## src/rtl/period_meter_pkg.sv

```systemverilog
// period_meter shared types.
// FSM state encoding for the period measurement control.
package period_meter_pkg;

  typedef enum logic [1:0] {
    IDLE,
    ARMED,
    MEASURE,
    HOLD
  } pm_state_t;

endpackage

```

## src/rtl/edge_sync.sv

```systemverilog
// Two-flop synchronizer plus rising-edge detector.
// Reusable for buttons and other asynchronous inputs.
module edge_sync (
  input  logic clk_i,
  input  logic rst_ni,
  input  logic d_i,
  output logic edge_o
);

  logic sync1_q;
  logic sync2_q;
  logic prev_q;

  // Resynchronize the input and keep one cycle of history.
  always_ff @(posedge clk_i) begin
    if (!rst_ni) begin
      sync1_q <= 1'b0;
      sync2_q <= 1'b0;
      prev_q  <= 1'b0;
    end else begin
      sync1_q <= d_i;
      sync2_q <= sync1_q;
      prev_q  <= sync2_q;
    end
  end

  assign edge_o = sync2_q & ~prev_q;

endmodule

```

## src/rtl/period_meter.sv

```systemverilog
// Measures the spacing of rising edges on pulse_in in clock cycles.
// Results are offered on a valid/ready handshake.
module period_meter
  import period_meter_pkg::*;
#(
  parameter int MAX = 50000000,
  parameter int W   = $clog2(MAX + 1)
) (
  input  logic         CLOCK_50,
  input  logic         reset,
  input  logic         pulse_in,
  input  logic         start,
  output logic         busy,
  output logic [W-1:0] period,
  output logic         overflow,
  output logic         valid,
  input  logic         ready
);

  localparam logic [W-1:0] MaxW = W'(MAX);
  localparam logic [W-1:0] One  = W'(1);

  pm_state_t    state_q, state_d;
  logic [W-1:0] cnt_q, cnt_d;
  logic [W-1:0] period_q, period_d;
  logic         ovf_q, ovf_d;
  logic         edge_det;

  edge_sync u_sync (
    .clk_i  (CLOCK_50),
    .rst_ni (reset),
    .d_i    (pulse_in),
    .edge_o (edge_det)
  );

  // State, counter and result registers.
  always_ff @(posedge CLOCK_50) begin
    if (!reset) begin
      state_q  <= IDLE;
      cnt_q    <= '0;
      period_q <= '0;
      ovf_q    <= 1'b0;
    end else begin
      state_q  <= state_d;
      cnt_q    <= cnt_d;
      period_q <= period_d;
      ovf_q    <= ovf_d;
    end
  end

  // Next-state logic; an edge wins over overflow.
  always_comb begin
    state_d  = state_q;
    cnt_d    = cnt_q;
    period_d = period_q;
    ovf_d    = ovf_q;
    unique case (state_q)
      IDLE: begin
        if (start) state_d = ARMED;
      end
      ARMED: begin
        if (edge_det) begin
          cnt_d   = One;
          state_d = MEASURE;
        end
      end
      MEASURE: begin
        if (edge_det) begin
          period_d = cnt_q;
          ovf_d    = 1'b0;
          state_d  = HOLD;
        end else if (cnt_q == MaxW) begin
          period_d = MaxW;
          ovf_d    = 1'b1;
          state_d  = HOLD;
        end else begin
          cnt_d = cnt_q + One;
        end
      end
      HOLD: begin
        if (ready) state_d = IDLE;
      end
      default: state_d = IDLE;
    endcase
  end

  assign busy     = (state_q == ARMED) ||
                    (state_q == MEASURE);
  assign valid    = (state_q == HOLD);
  assign period   = period_q;
  assign overflow = ovf_q;

endmodule
```

## config.mk

```make
export PLATFORM = sky130hd
export DESIGN_NAME = period_meter
export DESIGN_NICKNAME = d
export VERILOG_FILES = /design/src/rtl/period_meter_pkg.sv /design/src/rtl/edge_sync.sv /design/src/rtl/period_meter.sv
export SDC_FILE = /design/constraint.sdc
export NUM_CORES = 1
export LEC_CHECK = 0
export ABC_CLOCK_PERIOD_IN_PS = 2700
export CORE_UTILIZATION = 57
export CTS_BUF_LIST = sky130_fd_sc_hd__clkbuf_2
export CTS_CLUSTER_DIAMETER = 100
export DETAILED_ROUTE_END_ITERATION = 6
export PLACE_DENSITY = 0.82
export SETUP_SLACK_MARGIN = 0.3
export SYNTH_ARGS = -nofsm -noshare
export SYNTH_HDL_FRONTEND = slang
export SYNTH_SLANG_ARGS = --single-unit
```

## constraint.sdc

```tcl
create_clock -name CLOCK_50 -period 2.7 [get_ports CLOCK_50]
set_input_delay 0.27 -clock CLOCK_50 [delete_from_list [all_inputs] [get_ports CLOCK_50]]
set_output_delay 0.27 -clock CLOCK_50 [all_outputs]
set_load 0.01 [all_outputs]
```

==> run metrics, run 1 <==
critical setup path kind reg -> reg; number of CTS-inserted buffers 9; Site Rows 24; Placed Area approximately 3100 µm²; initial antenna violation count 0; Worst-Margin Slew around 640 ps; wire per inst 18.1 µm; first-pass GRT wire length 11300 µm; Synth Flop Type dfxtp_1; Synth Instances 292; DRT Pass-1 Iters 5; number of global-route vias before repair 2326; vias between 2000 and 3000; CP Data Required Time between 3000 and 4000 ps; post-synthesis sequential area ratio approximately 42%; Port Buffers 33; clk root buf clkbuf_2; Max Cap Viol 0; Crit Path Max Fanout 7; DR vias/cell roughly 6.5; status finished clean; highest clock rate between 0.4 and 0.5 GHz; CTS tree done; placed wire-length estimate roughly 4700 µm; most frequent cells in the layout dfxtp_1, nand2_1, clkdlybuf4s50_1; Initial Util ~61%; clk buf depth 2; Synth Cell Area ~2700 µm²; maximum vdd drop approximately 0.49 mV; hold slack 374 ps; Nets roughly 350; final slew viol count 0; 1st-iter DRT viols 293; Final Setup Violations 0; syn_nets just over 300; final period utilization between 80% and 90%; H-tree depth 3; synth-to-layout area growth 20.5%; RD Place Congestion around 0.87; all-layer global routing usage between 20% and 30%; clk_lat worst skew between 400 and 500 ps; DRC 0; Post-synth EDFFs 0; Tightest Hold Check Type in -> reg; most common cell after layout, fill and taps aside dfxtp_1; setup TNS 0 ps; count of buffer and inverter cells on the critical path 1; Yosys cell types 56; critical path launch point type register; Syn Area/Cell ~9.4 µm²; P_leak 1.16 nW; CP arrival about 2800 ps; ys async rst share 0%; Crit. End Element register; Ys Warns 0; Seq cells post-synth between 50 and 60; CTS sink cnt slightly below 60; Power Density ~600 nW/µm²; layout cell share with drive strength beyond 1 between 15 and 20%; core area 4500 µm²; post-route ant nets 0; crit-path cells or4_1 -> or4_4 -> nor4_4 -> buf_4 -> o31a_1 -> o21a_1; Worst path max stage delay 650 ps; Post-CTS Hold Fix Bufs 0; Total Wirelength 7110 µm; final instance area 3310 µm²; remaining global-route overflow 0; Worst slew margin between 50% and 60%; fillers between 300 and 400; largest net degree at the start of global routing 33; CTS clk-pin slew, worst paths approximately 160 ps; Slowest-stage cell, CP or4_4; total die area between 5000 and 6000 µm²; RSZ-0062 raised after global routing no; I/O Pins 34; Die Y 71.4 µm; Final Critical Period ~2400 ps; antenna cells 0; die extent in x between 70 and 80 µm; number of hold violations in the final report 0; clock skew 24.9 ps; Worst path top cell family by delay simple AND/OR/NAND/NOR gates
[registers in the layout, summed over array words and instances (netlist names)]
signal	count
cnt_q	26
u_sync.sync1_q	1
overflow	1
u_sync.sync2_q	1
state_q	2
period	26
u_sync.prev_q	1
[final timing paths]
path | start | endpoint | slack [ps] | depth (start not counted)
worst max-delay path | cnt_q[10]$_SDFFE_PN0P_ | cnt_q[13]$_SDFFE_PN0P_ | 310 | 6
worst min-delay path | pulse_in | u_sync.sync1_q$_SDFF_PN0_ | 370 | 2
worst max register to register | cnt_q[10]$_SDFFE_PN0P_ | cnt_q[13]$_SDFFE_PN0P_ | 310 | 6
worst min register to register | u_sync.sync1_q$_SDFF_PN0_ | u_sync.sync2_q$_SDFF_PN0_ | 460 | 1
[synth_stat cells, drive strengths merged, types with 7 or more instances]
cell,n,area share (%)
dfxtp,58,42
nand2,35,4.8
a22o,14,4.5
nand3,14,2.5
buf,13,3.5
o21ai,12,2.7
o221a,12,4.9
a21oi,10,1.8
nand4,9,2.0
nor3,9,1.6
a22oi,8,2.4
clkbuf,8,1.1
inv,7,0.96
[through the flow]
| stage | utilization (%) | std cells | setup WS (ps) | power [mW] |
|---|---|---|---|---|
| floorplan | - | 292 | 446 | 1.26 |
| global placement | 69.8 | 373 | 123 | 1.39 |
| detailed placement | 69.8 | 373 | 71.7 | 1.41 |
| CTS | 72.4 | 389 | 320 | 1.94 |
| global route | 73.5 | 393 | 278 | 2.04 |
| finish | 73.5 | 393 | 312 | 1.95 |
[kinds of logic (layout without fill, tap and decap cells)]
kind of cell / Yosys count / count (layout) / share of synthesized area [%]
AOI/OAI and AO/OA: 85 / 85 / 25.4
adders and majority gates: 6 / 6 / 2.73
buffers and inverters: 28 / 77 / 5.55
DFF: 58 / 58 / 42.2
muxes: 3 / 3 / 1.09
and+or+nand+nor: 112 / 112 / 23.0
[what timing repair did]
action / 4_1_cts / 5_1_grt
gates resized for setup: 4 / 8
setup endpoints to repair: 52 / 28
buffers inserted: 0 / 4
cloned: 0 / 0
pin swaps: 1 / 3
endpoints found under the hold margin: 0 / 0
[report_power, final]
group          leakage, nW  switching, mW  internal [mW]
Combinational        0.614          0.301          0.206
Clock               0.0710          0.314          0.219
Sequential           0.471         0.0250          0.887
Total                 1.16          0.640           1.31
[metal layers]
layer	GRT usage, %	share of wire, %	vias to the layer above
li1	-	-	1212
met1	38.8	45	1190
met2	43.7	46	133
met3	7.17	7.1	17
met4	16.0	2.1	0
met5	0	0	-
[cell type report]
type	count	area (µm²)	share of cell area, %
multi-input combinational	206	1460	44.0
sequential	58	1170	35.4
timing repair buffer	54	488	14.7
tap	52	65.1	1.96
clock buffer	12	60.1	1.81
clock inverter	4	42.5	1.28
inverter	7	26.3	0.793
Note: power is estimated with default switching activity, not from simulation.
==> run 2: changes to the inputs <==
==> constraint.sdc (replaced) <==
create_clock -name CLOCK_50 -period 2.7 [get_ports CLOCK_50]
set_input_delay 0.54 -clock CLOCK_50 [delete_from_list [all_inputs] [get_ports CLOCK_50]]
set_output_delay 0.54 -clock CLOCK_50 [all_outputs]
set_load 0.01 [all_outputs]
==> run 2 against run 1 <==
Critical path depth unchanged. Routed wire length down 5.5%. Sequential share of layout area up 0.25 points. Die area unchanged. Critical path type unchanged.
==> run metrics, run 2 (synthesized netlist as in run 1, its figures left out) <==
post-layout util 73.1%; final slew viol count 0; Clock power frac 27.2%; crit-path cells or4_1 -> or4_4 -> o21ai_2 -> buf_4 -> nor3_1 -> a31o_1; 1st-iter DRT viols 236; final period utilization 85.4%; wire per inst about 17 µm; final instance area 3290 µm²; Tightest Hold Check Type reg -> reg; layout cell share with drive strength beyond 1 about 17%; Worst path max stage delay ~630 ps; CTS tree done; Slowest-stage cell, CP or4_4; final cell count without fillers 391; clk root buf clkbuf_2; Total Wirelength 6720 µm; I/O Pins 34; Initial Util about 61%; CTS sink cnt 58; highest clock rate approximately 0.43 GHz; Final Critical Period 2310 ps; critical path launch point type register; clock skew 32.7 ps; Power Density about 580 nW/µm²; critical setup path kind reg -> reg; status finished clean; power share of the sequential group a little under half; Comb pwr share about a quarter; antenna cells 0; Nets ~350; Port Buffers 33; number of global-route vias before repair between 2000 and 2500; placed wire-length estimate around 4600 µm; all-layer global routing usage between 20% and 30%; number of hold violations in the final report 0; DP Worst Slack about 100 ps; first-pass GRT wire length about 11000 µm; total die area just over 5000 µm²; most common cell after layout, fill and taps aside dfxtp_1; Final Setup Violations 0; Final Worst Setup Slack about 390 ps; DRC 0; clk_lat worst skew 510 ps; Site Rows 24; P_leak approximately 1.1 nW; maximum vdd drop about 0.51 mV; CP Data Required Time between 3000 and 4000 ps; most frequent cells in the layout dfxtp_1, nand2_1, clkdlybuf4s50_1; Crit. End Element register; DRT Pass-1 Iters 6; vias ~2500; largest net degree at the start of global routing 34; core area about 4500 µm²; Worst slew margin approximately 57%; DR vias/cell roughly 6.4; Sw Share around 32%; initial antenna violation count 0; H-tree depth 3; NetSw slightly above 600 µW; Placed Area roughly 3200 µm²; post-route ant nets 0; remaining global-route overflow 0; number of CTS-inserted buffers 9; Crit Path Max Fanout 14; Int Power about 1.3 mW; dpl cells about 370; Die Y between 70 and 80 µm; Max Cap Viol 0; RD Place Congestion ~0.84; RSZ-0062 raised after global routing no; CTS clk-pin slew, worst paths 170 ps; clk buf depth 2; Worst-Margin Slew 640 ps; CP arrival approximately 2700 ps; synth-to-layout area growth 19.8%; setup TNS 0 ps; die extent in x approximately 71 µm
-- run 2: critical path: cells and delay by family, from the launching register on --
kind | cells | cell delay [ps]
compound gates | 2 | 370
buf+inv | 1 | 230
simple gates | 3 | 1250
flops | 1 | 350
-- run 2: final timing paths --
path | from | to | slack (ps) | cells after the start
max | cnt_q[10]$_SDFFE_PN0P_ | cnt_q[4]$_SDFFE_PN0P_ | 390 | 6
min | u_sync.sync1_q$_SDFF_PN0_ | u_sync.sync2_q$_SDFF_PN0_ | 460 | 1
max reg2reg | cnt_q[10]$_SDFFE_PN0P_ | cnt_q[4]$_SDFFE_PN0P_ | 390 | 6
min reg2reg | u_sync.sync1_q$_SDFF_PN0_ | u_sync.sync2_q$_SDFF_PN0_ | 460 | 1
-- run 2: cell type report --
cell class	instances	area [µm²]
multi-input cells	206	1450
fillers	354	1210
flip-flops and latches	58	1170
repair buffers	53	480
well taps	52	65.1
clock buffers	11	55.1
clock inverters	4	43.8
inverters	7	26.3
-- run 2: power by group through the flow --
stage | Clock [mW] | Combinational [mW] | Sequential (mW)
finish | 0.519 | 0.474 | 0.918
detailed placement | 0 | 0.449 | 0.932
global route | 0.566 | 0.517 | 0.923
floorplan | 0 | 0.333 | 0.928
global placement | 0 | 0.442 | 0.929
CTS | 0.522 | 0.454 | 0.913
-- run 2: per-stage QoR --
| stage | hold slack (ps) | power (mW) |
|---|---|---|
| floorplan | 412 | 1.26 |
| global placement | 416 | 1.37 |
| detailed placement | 428 | 1.38 |
| CTS | 463 | 1.89 |
| global route | 494 | 2.01 |
| finish | 456 | 1.91 |
-- run 2: layer usage --
metal | up-vias | share of wire (%) | wire length [µm] | GRT usage, %
li1 | 1210 | - | - | -
met1 | 1165 | 46 | 3090 | 41.7
met2 | 110 | 46 | 3070 | 42.5
met3 | 11 | 6.7 | 450 | 4.22
met4 | 0 | 1.6 | 107 | 14.7
met5 | - | 0 | 0 | 0
-- run 2: repair_timing --
| item | in CTS | in global routing |
|---|---|---|
| resized for setup | 2 | 9 |
| hold endpoints to repair | 0 | 0 |
| endpoints found under the setup margin | 40 | 21 |
| pin swaps | 1 | 2 |
| setup buffers | 0 | 2 |
| hold buffers | 0 | 0 |
| cloned | 0 | 0 |
==> run 3: changes to the inputs <==
- SKIP_CTS_REPAIR_TIMING: not set -> 1
- SLEW_MARGIN: not set -> 20
==> run 3 against run 2 <==
Die area stayed put. Combinational power about the same. Sequential power hardly changed. Non-clock buffer count unchanged. Global-route usage up 0.060 points. Clock skew is 3.6 ps higher. Cell count unchanged. Routed wire length fell by 0.39%. Flip-flop and latch count did not move. Setup slack lost 1.0 ps. Hold slack about the same. Critical endpoint is now cnt_q[20]$_SDFFE_PN0P_.
==> run metrics, run 3 (synthesized netlist as in run 1, its figures left out) <==
reg2reg end cnt_q[20]$_SDFFE_PN0P_; Crit. End Element register; total die area ~5100 µm²; DP Worst Slack 103 ps; Nets ~350; largest net degree at the start of global routing 34; P_leak roughly 1.1 nW; Worst-Margin Slew around 640 ps; number of CTS-inserted buffers 9; DRT Pass-1 Iters 5; Placed Area between 3000 and 4000 µm²; Sw Share about a third; final slew viol count 0; clk root buf clkbuf_2; Crit Path Max Fanout 6; post-layout util between 70% and 80%; Final Critical Period around 2300 ps; DRC 0; Initial Util between 60% and 70%; clock skew around 36 ps; vias roughly 2500; setup TNS 0 ps; Comb pwr share between 20% and 30%; final period utilization between 80% and 90%; Tightest Hold Check Type reg -> reg; remaining global-route overflow 0; RSZ-0062 raised after global routing no; critical path launch point type register; most frequent cells in the layout dfxtp_1, nand2_1, clkdlybuf4s50_1; all-layer global routing usage about 29%; CTS tree done; Clock power frac 27.2%; maximum vdd drop just over 0.5 mV; I/O Pins 34; Port Buffers 33; Site Rows 24; CTS sink cnt 58; power share of the sequential group roughly 48%; Final Setup Violations 0; antenna cells 0; Die Y around 70 µm; NetSw between 600 and 700 µW; first-pass GRT wire length about 11000 µm; Max Cap Viol 0; Worst R2R Path Depth 6; H-tree depth 3; post-route ant nets 0; RR Startpoint cnt_q[7]$_SDFFE_PN0P_; core area between 4000 and 5000 µm²; highest clock rate roughly 0.43 GHz; initial antenna violation count 0; CP arrival ~2800 ps; Power Density between 500 and 600 nW/µm²; CP Data Required Time 3150 ps; layout cell share with drive strength beyond 1 16.5%; Setup crit end cnt_q[20]$_SDFFE_PN0P_; hold slack ~460 ps; RD Place Congestion approximately 0.84; synth-to-layout area growth 19.8%; flop2flop setup slack between 300 and 400 ps; DR vias/cell approximately 6.4; number of hold violations in the final report 0; number of global-route vias before repair 2325; most common cell after layout, fill and taps aside dfxtp_1; clk buf depth 2; status finished clean; wire per inst between 15 and 20 µm; 1st-iter DRT viols between 200 and 300; critical setup path kind reg -> reg; Int Power between 1 and 1.5 mW; clk_lat worst skew around 510 ps; Total Wirelength 6690 µm; die extent in x around 70 µm; final instance area about 3300 µm²; Worst slew margin around 57%; Final Worst Setup Slack between 300 and 400 ps; placed wire-length estimate 4580 µm; Critical Path Start cnt_q[7]$_SDFFE_PN0P_; CTS clk-pin slew, worst paths roughly 150 ps
run 3: metrics by stage:
step / total power, mW / std cells
finish: 1.91 / 391
floorplan: 1.26 / 292
global route: 2.01 / 391
CTS: 1.89 / 389
global placement: 1.37 / 374
detailed placement: 1.38 / 374
run 3: critical path: stages, from the launching register on:
cell	delay [ps]
dfxtp_2	370
buf_4	140
nand4_1	140
or4_1	570
or4_4	470
or4_1	490
nand2_1	80
run 3: final cells by class:
| class | count | area (µm²) |
|---|---|---|
| inverters | 7 | 26.3 |
| clock buffers | 11 | 55.1 |
| clock inverters | 4 | 43.8 |
| multi-input cells | 206 | 1450 |
| well taps | 52 | 65.1 |
| fillers | 354 | 1210 |
| repair buffers | 53 | 480 |
| flip-flops and latches | 58 | 1170 |
run 3: layer usage:
metal,vias to the layer above,global-route usage (%),part of all wire (%)
met5,-,0,0
met4,0,14.7,2.0
met3,15,4.22,8.1
met2,130,42.6,45
met1,1165,41.8,45
li1,1204,-,-
run 3: worst min path at each step:
stage	slack, ps	cells after the start	end	startpoint
floorplan	410	1	u_sync.sync2_q$_SDFF_PN0_	u_sync.sync1_q$_SDFF_PN0_
global placement	420	1	u_sync.sync2_q$_SDFF_PN0_	u_sync.sync1_q$_SDFF_PN0_
detailed placement	430	1	u_sync.sync2_q$_SDFF_PN0_	u_sync.sync1_q$_SDFF_PN0_
CTS	460	1	u_sync.sync2_q$_SDFF_PN0_	u_sync.sync1_q$_SDFF_PN0_
global route	490	2	period[0]$_SDFFE_PN0P_	period[0]$_SDFFE_PN0P_
finish	460	1	u_sync.sync2_q$_SDFF_PN0_	u_sync.sync1_q$_SDFF_PN0_
run 3: power by group through the flow:
stage	sequential, mW	clock, mW	combinational [mW]
2_1_floorplan	0.928	0	0.333
3_3_place_gp	0.929	0	0.442
3_5_place_dp	0.932	0	0.449
4_1_cts	0.913	0.522	0.452
5_1_grt	0.923	0.566	0.517
6_report	0.918	0.519	0.474
